`src/rtl/switch_int_ctrl.sv`:
```
// switch_int_ctrl
//   Debounces a bank of raw mechanical switch inputs, latches selected edge
//   events as pending interrupts and presents them one at a time to a CPU
//   through a request/acknowledge handshake. The lowest-numbered enabled
//   pending channel is serviced first.
//
// Parameters
//   N_IN       number of switch inputs (1..16)
//   DB_CYCLES  clocks a synchronised level must differ before it is accepted (1..255)
//   VEC_W      width of IntVector; 2**VEC_W must cover N_IN
//
// Ports
//   clk          system clock, all state on rising edge
//   Reset        asynchronous active-low reset
//   SwitchInput  raw asynchronous switch levels
//   MaskWrite    load strobe for the interrupt mask
//   MaskData     mask value, 1 enables a channel's interrupt
//   EdgeSel      per-channel edge select, 1 = rising, 0 = falling
//   IntAck       CPU acknowledge (level)
//   SwitchState  debounced switch levels
//   Pending      latched edge events
//   IntReq       registered interrupt request
//   IntVector    index of the channel being serviced
module switch_int_ctrl #(
  parameter int unsigned N_IN      = 8,
  parameter int unsigned DB_CYCLES = 4,
  parameter int unsigned VEC_W     = 3
) (
  input  logic             clk,
  input  logic             Reset,
  input  logic [N_IN-1:0]  SwitchInput,
  input  logic             MaskWrite,
  input  logic [N_IN-1:0]  MaskData,
  input  logic [N_IN-1:0]  EdgeSel,
  input  logic             IntAck,
  output logic [N_IN-1:0]  SwitchState,
  output logic [N_IN-1:0]  Pending,
  output logic             IntReq,
  output logic [VEC_W-1:0] IntVector
);

  localparam int unsigned     CNT_W    = 8;
  localparam logic [CNT_W-1:0] CNT_LAST = CNT_W'(DB_CYCLES - 1);

  typedef enum logic [1:0] {
    ST_IDLE,
    ST_REQ,
    ST_HOLD
  } state_e;

  logic [N_IN-1:0]            sync1_q, sync1_d;
  logic [N_IN-1:0]            sync2_q, sync2_d;
  logic [N_IN-1:0]            sw_q, sw_d;
  logic [N_IN-1:0][CNT_W-1:0] cnt_q, cnt_d;
  logic [N_IN-1:0]            pend_q, pend_d;
  logic [N_IN-1:0]            mask_q, mask_d;
  state_e                     state_q, state_d;
  logic                       req_q, req_d;
  logic [VEC_W-1:0]           vec_q, vec_d;

  logic [N_IN-1:0]            pend_set;
  logic [N_IN-1:0]            pend_clr;
  logic [N_IN-1:0]            qual;
  logic                       any_qual;
  logic [VEC_W-1:0]           lowest_idx;

  // Two-flop synchroniser.
  always_comb begin
    sync1_d = SwitchInput;
    sync2_d = sync1_q;
  end

  // Debounce: count consecutive clocks the synchronised level disagrees with
  // the accepted level; accept on the DB_CYCLES-th disagreeing clock.
  // A transition raises a pending event when the new level equals EdgeSel
  // (new 1 with EdgeSel=1 is a rise, new 0 with EdgeSel=0 is a fall).
  always_comb begin
    sw_d     = sw_q;
    cnt_d    = '0;
    pend_set = '0;
    for (int unsigned i = 0; i < N_IN; i++) begin
      if (sync2_q[i] != sw_q[i]) begin
        if (cnt_q[i] == CNT_LAST) begin
          sw_d[i] = sync2_q[i];
          if (sync2_q[i] == EdgeSel[i]) begin
            pend_set[i] = 1'b1;
          end
        end else begin
          cnt_d[i] = cnt_q[i] + 1'b1;
        end
      end
    end
  end

  // Priority pick of the lowest enabled pending channel.
  always_comb begin
    qual       = pend_q & mask_q;
    any_qual   = 1'b0;
    lowest_idx = '0;
    for (int unsigned i = 0; i < N_IN; i++) begin
      if (qual[i] && !any_qual) begin
        lowest_idx = VEC_W'(i);
        any_qual   = 1'b1;
      end
    end
  end

  // Service FSM. The vector is latched on entry to REQ so later mask writes
  // cannot retarget or withdraw an outstanding request.
  always_comb begin
    state_d  = state_q;
    vec_d    = vec_q;
    pend_clr = '0;
    unique case (state_q)
      ST_IDLE: begin
        if (any_qual) begin
          state_d = ST_REQ;
          vec_d   = lowest_idx;
        end
      end
      ST_REQ: begin
        if (IntAck) begin
          for (int unsigned i = 0; i < N_IN; i++) begin
            if (vec_q == VEC_W'(i)) begin
              pend_clr[i] = 1'b1;
            end
          end
          state_d = ST_HOLD;
        end
      end
      ST_HOLD: begin
        if (!IntAck) begin
          state_d = ST_IDLE;
        end
      end
      default: state_d = ST_IDLE;
    endcase
    req_d = (state_d == ST_REQ);
  end

  // A new event on the channel being acknowledged survives the clear.
  always_comb begin
    pend_d = (pend_q & ~pend_clr) | pend_set;
    mask_d = MaskWrite ? MaskData : mask_q;
  end

  always_ff @(posedge clk or negedge Reset) begin
    if (!Reset) begin
      sync1_q <= '0;
      sync2_q <= '0;
      sw_q    <= '0;
      cnt_q   <= '0;
      pend_q  <= '0;
      mask_q  <= '0;
      state_q <= ST_IDLE;
      req_q   <= 1'b0;
      vec_q   <= '0;
    end else begin
      sync1_q <= sync1_d;
      sync2_q <= sync2_d;
      sw_q    <= sw_d;
      cnt_q   <= cnt_d;
      pend_q  <= pend_d;
      mask_q  <= mask_d;
      state_q <= state_d;
      req_q   <= req_d;
      vec_q   <= vec_d;
    end
  end

  assign SwitchState = sw_q;
  assign Pending     = pend_q;
  assign IntReq      = req_q;
  assign IntVector   = vec_q;

endmodule

```
`config.mk`:
```
export PLATFORM = sky130hd
export DESIGN_NAME = switch_int_ctrl
export DESIGN_NICKNAME = d
export VERILOG_FILES = /design/src/rtl/switch_int_ctrl.sv
export SDC_FILE = /design/constraint.sdc
export NUM_CORES = 1
export LEC_CHECK = 0
export ABC_AREA = 0
export ABC_CLOCK_PERIOD_IN_PS = 1320
export BUFFER_PORTS_ARGS = -buffer_cell sky130_fd_sc_hd__buf_4
export CAP_MARGIN = 40
export CORE_MARGIN = 4
export CORE_UTILIZATION = 25
export CTS_CLUSTER_SIZE = 8
export DETAILED_ROUTE_END_ITERATION = 10
export PLACE_DENSITY = 0.41
export SLEW_MARGIN = 20
export SYNTH_ARGS = -nofsm -noshare
export SYNTH_HDL_FRONTEND = slang
export SYNTH_SLANG_ARGS = --single-unit
```
`constraint.sdc`:
```
create_clock -name clk -period 1.32 [get_ports clk]
set_input_delay 0.132 -clock clk [delete_from_list [all_inputs] [get_ports clk]]
set_output_delay 0.132 -clock clk [all_outputs]
set_load 0.02 [all_outputs]
```
==> metrics.csv, run 1 <==
stage;metric;value;unit
status;status;finished with violations;
status;violations;setup timing;
timing;slew_violations;0;
timing;slew_headroom;80.5;%
setup_path;path_cells;buf_6 -> or2_4 -> a41oi_4 -> mux2_4;
synth;synth.top_cells.by_area;dfrtp_1 57%, xor2_1 8.7%, nor2_1 5.9%;
synth;synth-seq-cells;110;
synth;synth.top_cells.by_count;110 x dfrtp_1, 76 x nor2_1, 48 x xor2_1, 41 x nand3_1, 28 x nand2_1;
synth;synth_area;4810;µm²
timing;layout_setup_ws;-54.3;ps
die;rows;50;
global_route;gr-total-overflow;0;
synth;yosysMostFrequentCell;dfrtp_1;
synth;synth_area_leader_cell;dfrtp_1;
route;drt_wl_total;10700;µm
route;first_iter_violations;184;
timing;min_period;1370;ps
cells_and_area;seq_area;2750;µm²
global_route;antenna_found_initial;0;
timing;rsz0062_at_grt;yes;
placement;portBuffers;47;
power_and_ir_drop;power.density;1790;nW/µm²
die;core;18800;µm²
timing;setup_viol;3;
timing;fmax;728;MHz
die;fp.dieW;147;µm
clock_network;clk_latency;350;ps
clock_network;path_clk_slew;70;ps
synth;synth_async_sr_flop_share;100;%
die;die_h;147;µm
placement;preCtsSetupSlack;-70.8;ps
cells_and_area;drive_gt1_share;34.0;%
setup_path;path_class;register to register;
synth;synth_top_area_share;57.2;%
cells_and_area;fillerInstances;1911;
timing;hold_violations;0;
cells_and_area;area_growth;36.8;%
setup_path;worstPathMaxFanout;3;
clock_network;cts_root_buf;clkbuf_16;
flow_run;drv_cap;0;
timing;whs;23.0;ps
route;drt-wirelength-per-cell;13.0;µm
synth;ys_seq_area_share;57.2;%
global_route;grt_pass1_wl;17900;µm
route;final_antenna_net_count;0;
route;vias_per_cell;4.21;
cells_and_area;stdcell_count;827;
cells_and_area;n_antenna_cell;0;
hold_path;hp-class;input pin to register;
clock_network;cts_max_level;3;
die;io_pins;48;
setup_path;cp.arrival;1620;ps
placement;gp_congestion;0.780;
route;dr.pass1.iters;4;
setup_path;cp-end-kind;register;
synth;yosys_warnings;0;
timing;fin_tns_setup;-60.7;ps
setup_path;cp_slowest_cell;dfrtp_1;
die;start_util;25.6;%
setup_path;critical_path_required;1560;ps
power_and_ir_drop;ir_drop;0.000650;V
timing;skew;6.08;ps
clock_network;cts_buffers;9;
synth;syn_inst;424;
setup_path;cp-start-kind;register;
placement;dpl.hpwl;7820;µm
global_route;grt_pass1_vias;3544;
synth;synth_area_per_cell;11.4;µm²
placement;dp.cells;788;
power_and_ir_drop;power_leakage;0.00308;µW
cells_and_area;nNetsFinal;598;
route;vias;3485;
synth;synth-edff-count;0;
clock_network;cts_tree;built;
route;route.detailed.drc;0;
synth;yosysUniqueCellTypes;33;
timing;worst-slew-pin-transition;292;ps
power_and_ir_drop;p_total;11800;µW
synth;synth_ff_type;dfrtp_1;
timing;fin_crit_sh;104;%
die;die_area;21500;µm²
clock_network;clockBufferDepth;2;
global_route;grt_max_degree;46;
setup_path;slowest_delay;390;ps
synth;synth_fp_nets;460;
cells_and_area;multi_input_comb_area;2220;µm²
global_route;grt_usage;10.4;%
clock_network;clock-sinks;110;
[report_power, final]
part	internal, µW	leakage [µW]	switching [µW]
combinational	2310	0.00152	2260
sequential	4020	0.00142	648
clock	1320	0.000132	1190
[cells in the final DEF (no fill, tap or decap), types with 6 or more instances in the layout]
| cell type | count |
|---|---|
| a21oi_1 | 11 |
| clkbuf_16 | 9 |
| buf_4 | 114 |
| mux2_4 | 9 |
| ha_2 | 8 |
| nor4b_4 | 6 |
| dlygate4sd3_1 | 10 |
| o21ai_0 | 8 |
| dfrtp_1 | 110 |
| nand3_1 | 41 |
| nor2_1 | 76 |
| and3_1 | 22 |
| nor3_1 | 6 |
| nand2_2 | 14 |
| xnor2_1 | 8 |
| nand2_1 | 12 |
| xor2_1 | 48 |
| mux2_2 | 8 |
[state kept, by name, summed over array words and instances (netlist names)]
register and count:
IntVector 3, state_q 2, sync2_q 8, IntReq 1, cnt_q 64, sync1_q 8, Pending 8, SwitchState 8
mask_q 8
[metrics by stage]
stage / area, µm² / util, %
floorplan: 4820 / -
global placement: 5960 / 31.6
detailed placement: 5960 / 31.6
CTS: 6450 / 34.2
global route: 6590 / 35.0
finish: 6590 / 35.0
[area by class of cell]
type	count	share of cell area (%)
tap	260	4.94
sequential	110	41.8
multi-input combinational	312	33.7
inverter	1	0.0570
clock buffer	12	3.74
clock inverter	4	0.342
timing repair buffer	128	15.5
[metal layers]
layer / GRT usage (%) / up-vias / part of all wire (%)
met5: 0 / - / 0
met1: 14.3 / 1698 / 49
met4: 3.39 / 0 / 1.5
li1: - / 1728 / -
met2: 15.6 / 46 / 45
met3: 3.33 / 13 / 4.3
[repair_timing]
action                     4_1_cts  5_1_grt
setup endpoints to repair       60       62
hold endpoints to repair       120        0
hold buffers                    10        0
buffers inserted                 5        8
resized for setup               21       24
pin swaps                       10        6
[cell families (layout without fill, tap and decap cells)]
family | Yosys count | count (layout) | synth area share (%)
AOI/OAI and AO/OA | 39 | 39 | 6.00
xor gates and xnor gates | 56 | 56 | 10.2
adders and majority gates | 8 | 8 | 2.08
buffers and inverters | 2 | 145 | 0.182
DFF | 110 | 110 | 57.2
muxes | 17 | 17 | 4.68
and+or+nand+nor | 192 | 192 | 19.7
[worst max-delay path: cells and delay by family, from the launching register on]
| kind | cells | cell delay [ps] |
|---|---|---|
| flip-flops | 1 | 390 |
| multiplexers | 1 | 310 |
| buffers and inverters | 1 | 120 |
| AND/OR/NAND/NOR | 1 | 250 |
| AO/OA/AOI/OAI | 1 | 200 |
[path summary, 6_finish.rpt]
| path | startpoint | endpoint | slack, ps | cells after the start |
|---|---|---|---|---|
| worst min register to register | sync1_q[4] | sync2_q[4] | 350 | 0 |
| max in group asynchronous | Reset | cnt_q[58] | 670 | 3 |
| min in group asynchronous | Reset | cnt_q[23] | 170 | 2 |
| worst max-delay path | state_q[1] | IntVector[0] | -50 | 4 |
| worst min-delay path | MaskData[5] | mask_q[5] | 20 | 2 |
| worst max register to register | state_q[1] | IntVector[0] | -50 | 4 |
No activity file was read; power rests on OpenSTA's default activity.
==> inputs of run 2 (changes only) <==
Settings changed: BUFFER_PORTS_ARGS -buffer_cell sky130_fd_sc_hd__buf_4 to -buffer_cell sky130_fd_sc_hd__buf_2.
==> run 2 against run 1 <==
Effect of this change:
- largest power group unchanged
- largest cell class unchanged
- the run still ends with setup timing left
- routed wire length down 0.18%
- critical endpoint unchanged
- highest routed layer is now met5
- clock-buffer cell count increased by 1
- register-to-register slack got worse by 20 ps
- combinational power decreased by 7.4%
==> metrics.csv, run 2 (same netlist as run 1, synthesis figures left out) <==
stage;metric;value;unit;change
route;route.detailed.drc;0;;unchanged
hold_path;min_delay_path_depth;2;;unchanged
setup_path;cp_slowest_cell;dfrtp_1;;
power_and_ir_drop;p_total;11700;µW;-0.56%
cells_and_area;utilization;34.3;%;-0.72 points
setup_path;critical_path_required;1560;ps;about the same
power_and_ir_drop;power_leakage;0.00303;µW;-1.7%
clock_network;path_clk_slew;70;ps;about the same
placement;preCtsSetupSlack;-76.3;ps;-5.49 ps
timing;setup_viol;2;;-1
route;first_iter_violations;160;;-13%
cells_and_area;fillerInstances;1889;;-1.2%
cells_and_area;multi_input_comb_area;2200;µm²;-0.57%
global_route;grt_pass1_wl;18100;µm;+0.85%
timing;slew_headroom;72.0;%;-8.4 points
timing;worst-slew-pin-transition;419;ps;+128 ps
status;status;finished with violations;;
die;start_util;25.6;%;unchanged
timing;skew;5.52;ps;-0.561 ps
route;vias_per_cell;4.16;;-1.3%
route;final_antenna_net_count;0;;unchanged
global_route;antenna_found_initial;1;;+1
timing;fin_tns_setup;-100;ps;-39.6 ps
route;dr.pass1.iters;4;;unchanged
timing;whs;25.9;ps;+2.86 ps
cells_and_area;final_cell_mix;109 x dfrtp_1, 76 x nor2_1, 61 x buf_4;;
setup_path;r2r-start;state_q[1];;
global_route;grt_pass1_vias;3583;;+1.1%
cells_and_area;seq_area;2750;µm²;about the same
setup_path;worstPathMaxFanout;2;;-1
timing;fin_crit_sh;106;%;+1.5 points
timing;slew_violations;0;;unchanged
die;io_pins;48;;unchanged
route;drt_wl_total;10700;µm;-0.18%
die;rows;50;;unchanged
cells_and_area;drive_gt1_share;33.6;%;-0.47 points
global_route;gr-total-overflow;0;;unchanged
global_route;grt_max_degree;33;;-28%
route;drt-wirelength-per-cell;13.0;µm;+0.67%
setup_path;cp.arrival;1630;ps;about the same
die;core;18800;µm²;unchanged
setup_path;timing.rr.end;IntVector[0];;
die;die_h;147;µm;unchanged
cells_and_area;final_common_cell;dfrtp_1;;
timing;fmax;717;MHz;-1.4%
power_and_ir_drop;ir_drop;0.000745;V;+15%
flow_run;drv_cap;0;;unchanged
cells_and_area;n_antenna_cell;0;;unchanged
clock_network;clock-sinks;110;;unchanged
setup_path;path_cells;buf_6 -> or2_4 -> a41oi_4 -> mux2_4;;
cells_and_area;area_growth;34.0;%;
global_route;grt_usage;10.5;%;+0.088 points
setup_path;slowest_delay;400;ps;about the same
power_and_ir_drop;power.density;1810;nW/µm²;+1.5%
placement;gp_congestion;0.794;;+1.8%
setup_path;cp-start-kind;register;;
die;fp.dieW;147;µm;unchanged
timing;hold_violations;0;;unchanged
die;die_area;21500;µm²;unchanged
clock_network;cts_root_buf;clkbuf_16;;
cells_and_area;nNetsFinal;591;;-1.2%
timing;min_period;1390;ps;+20.2 ps
setup_path;cp-end-kind;register;;
clock_network;cts_tree;built;;
clock_network;clk_latency;350;ps;about the same
hold_path;hp-class;input pin to register;;
clock_network;clockBufferDepth;2;;unchanged
setup_path;r2r_setup_slack;-70;ps;-20 ps
route;vias;3412;;-2.1%
timing;layout_setup_ws;-74.5;ps;-20.2 ps
placement;portBuffers;47;;unchanged
status;violations;setup timing;;
clock_network;cts_max_level;3;;unchanged
cells_and_area;top_register;cnt_q;;
clock_network;cts_buffers;9;;unchanged
hold_path;min_to;mask_q[3];;
placement;dpl.hpwl;7810;µm;-0.18%
setup_path;worstRegToRegCells;4;;unchanged
timing;rsz0062_at_grt;yes;;
setup_path;path_class;register to register;;
hold_path;hp-start;MaskData[3];;
cells_and_area;largest_reg_flops;64;;unchanged
[run 2: cell count changes in the layout (fill, tap and decap cells not counted), sizes merged]
cell / delta
dlygate4sd3: -1
bufinv: +1
clkbuf: +1
buf: -6
clkinv: -2
[run 2: layout make-up]
class,count,area share [%]
Sequential cell,110,42.7
Inverter,1,0.0582
Tap cell,260,5.04
Multi-Input combinational cell,312,34.2
Clock buffer,13,4.03
Timing Repair Buffer,121,13.3
Clock inverter,3,0.660
[run 2: through the flow]
stage,instances,instance area [µm²]
3_5_place_dp,785,5830
2_1_floorplan,424,4820
6_report,820,6450
4_1_cts,815,6350
5_1_grt,820,6450
3_3_place_gp,785,5830
[run 2: layer usage]
metal | up-vias | GRT usage [%] | routed length, µm
li1 | 1717 | - | -
met1 | 1619 | 14.3 | 5190
met2 | 57 | 15.6 | 4740
met3 | 17 | 3.58 | 554
met4 | 2 | 3.53 | 204
met5 | - | 0 | 13
[run 2: worst max-delay path: cells and delay by family, from the launching register on]
family	cells	cell delay, ps
AOI/OAI and AO/OA	1	200
DFF	1	400
muxes	1	310
and+or+nand+nor	1	250
buffers and inverters	1	120
[run 2: how the worst max path moves through the flow]
stage	endpoint	slack (ps)	depth (start not counted)	from
after floorplan	IntVector[0]	9	3	Pending[6]
after global placement	IntVector[0]	-50	4	state_q[0]
after detailed placement	IntVector[0]	-80	4	state_q[0]
after CTS	IntVector[0]	-60	4	state_q[1]
after global routing	IntVector[0]	-100	4	state_q[1]
final	IntVector[0]	-70	4	state_q[1]
[run 2: what timing repair did]
| item | CTS | global route |
|---|---|---|
| hold buffers | 9 | 0 |
| setup endpoints to repair | 56 | 54 |
| gates resized for setup | 24 | 16 |
| endpoints found under the hold margin | 30 | 0 |
| pin swaps | 6 | 8 |
| setup buffers | 5 | 5 |
| gates cloned | 0 | 0 |
[run 2: report_power, final]
group	total [µW]	internal (µW)	leakage (µW)	switching, µW
sequential	4670	4030	0.00142	649
clock	2780	1580	0.000146	1210
combinational	4230	2040	0.00146	2190
total	11700	7650	0.00303	4050
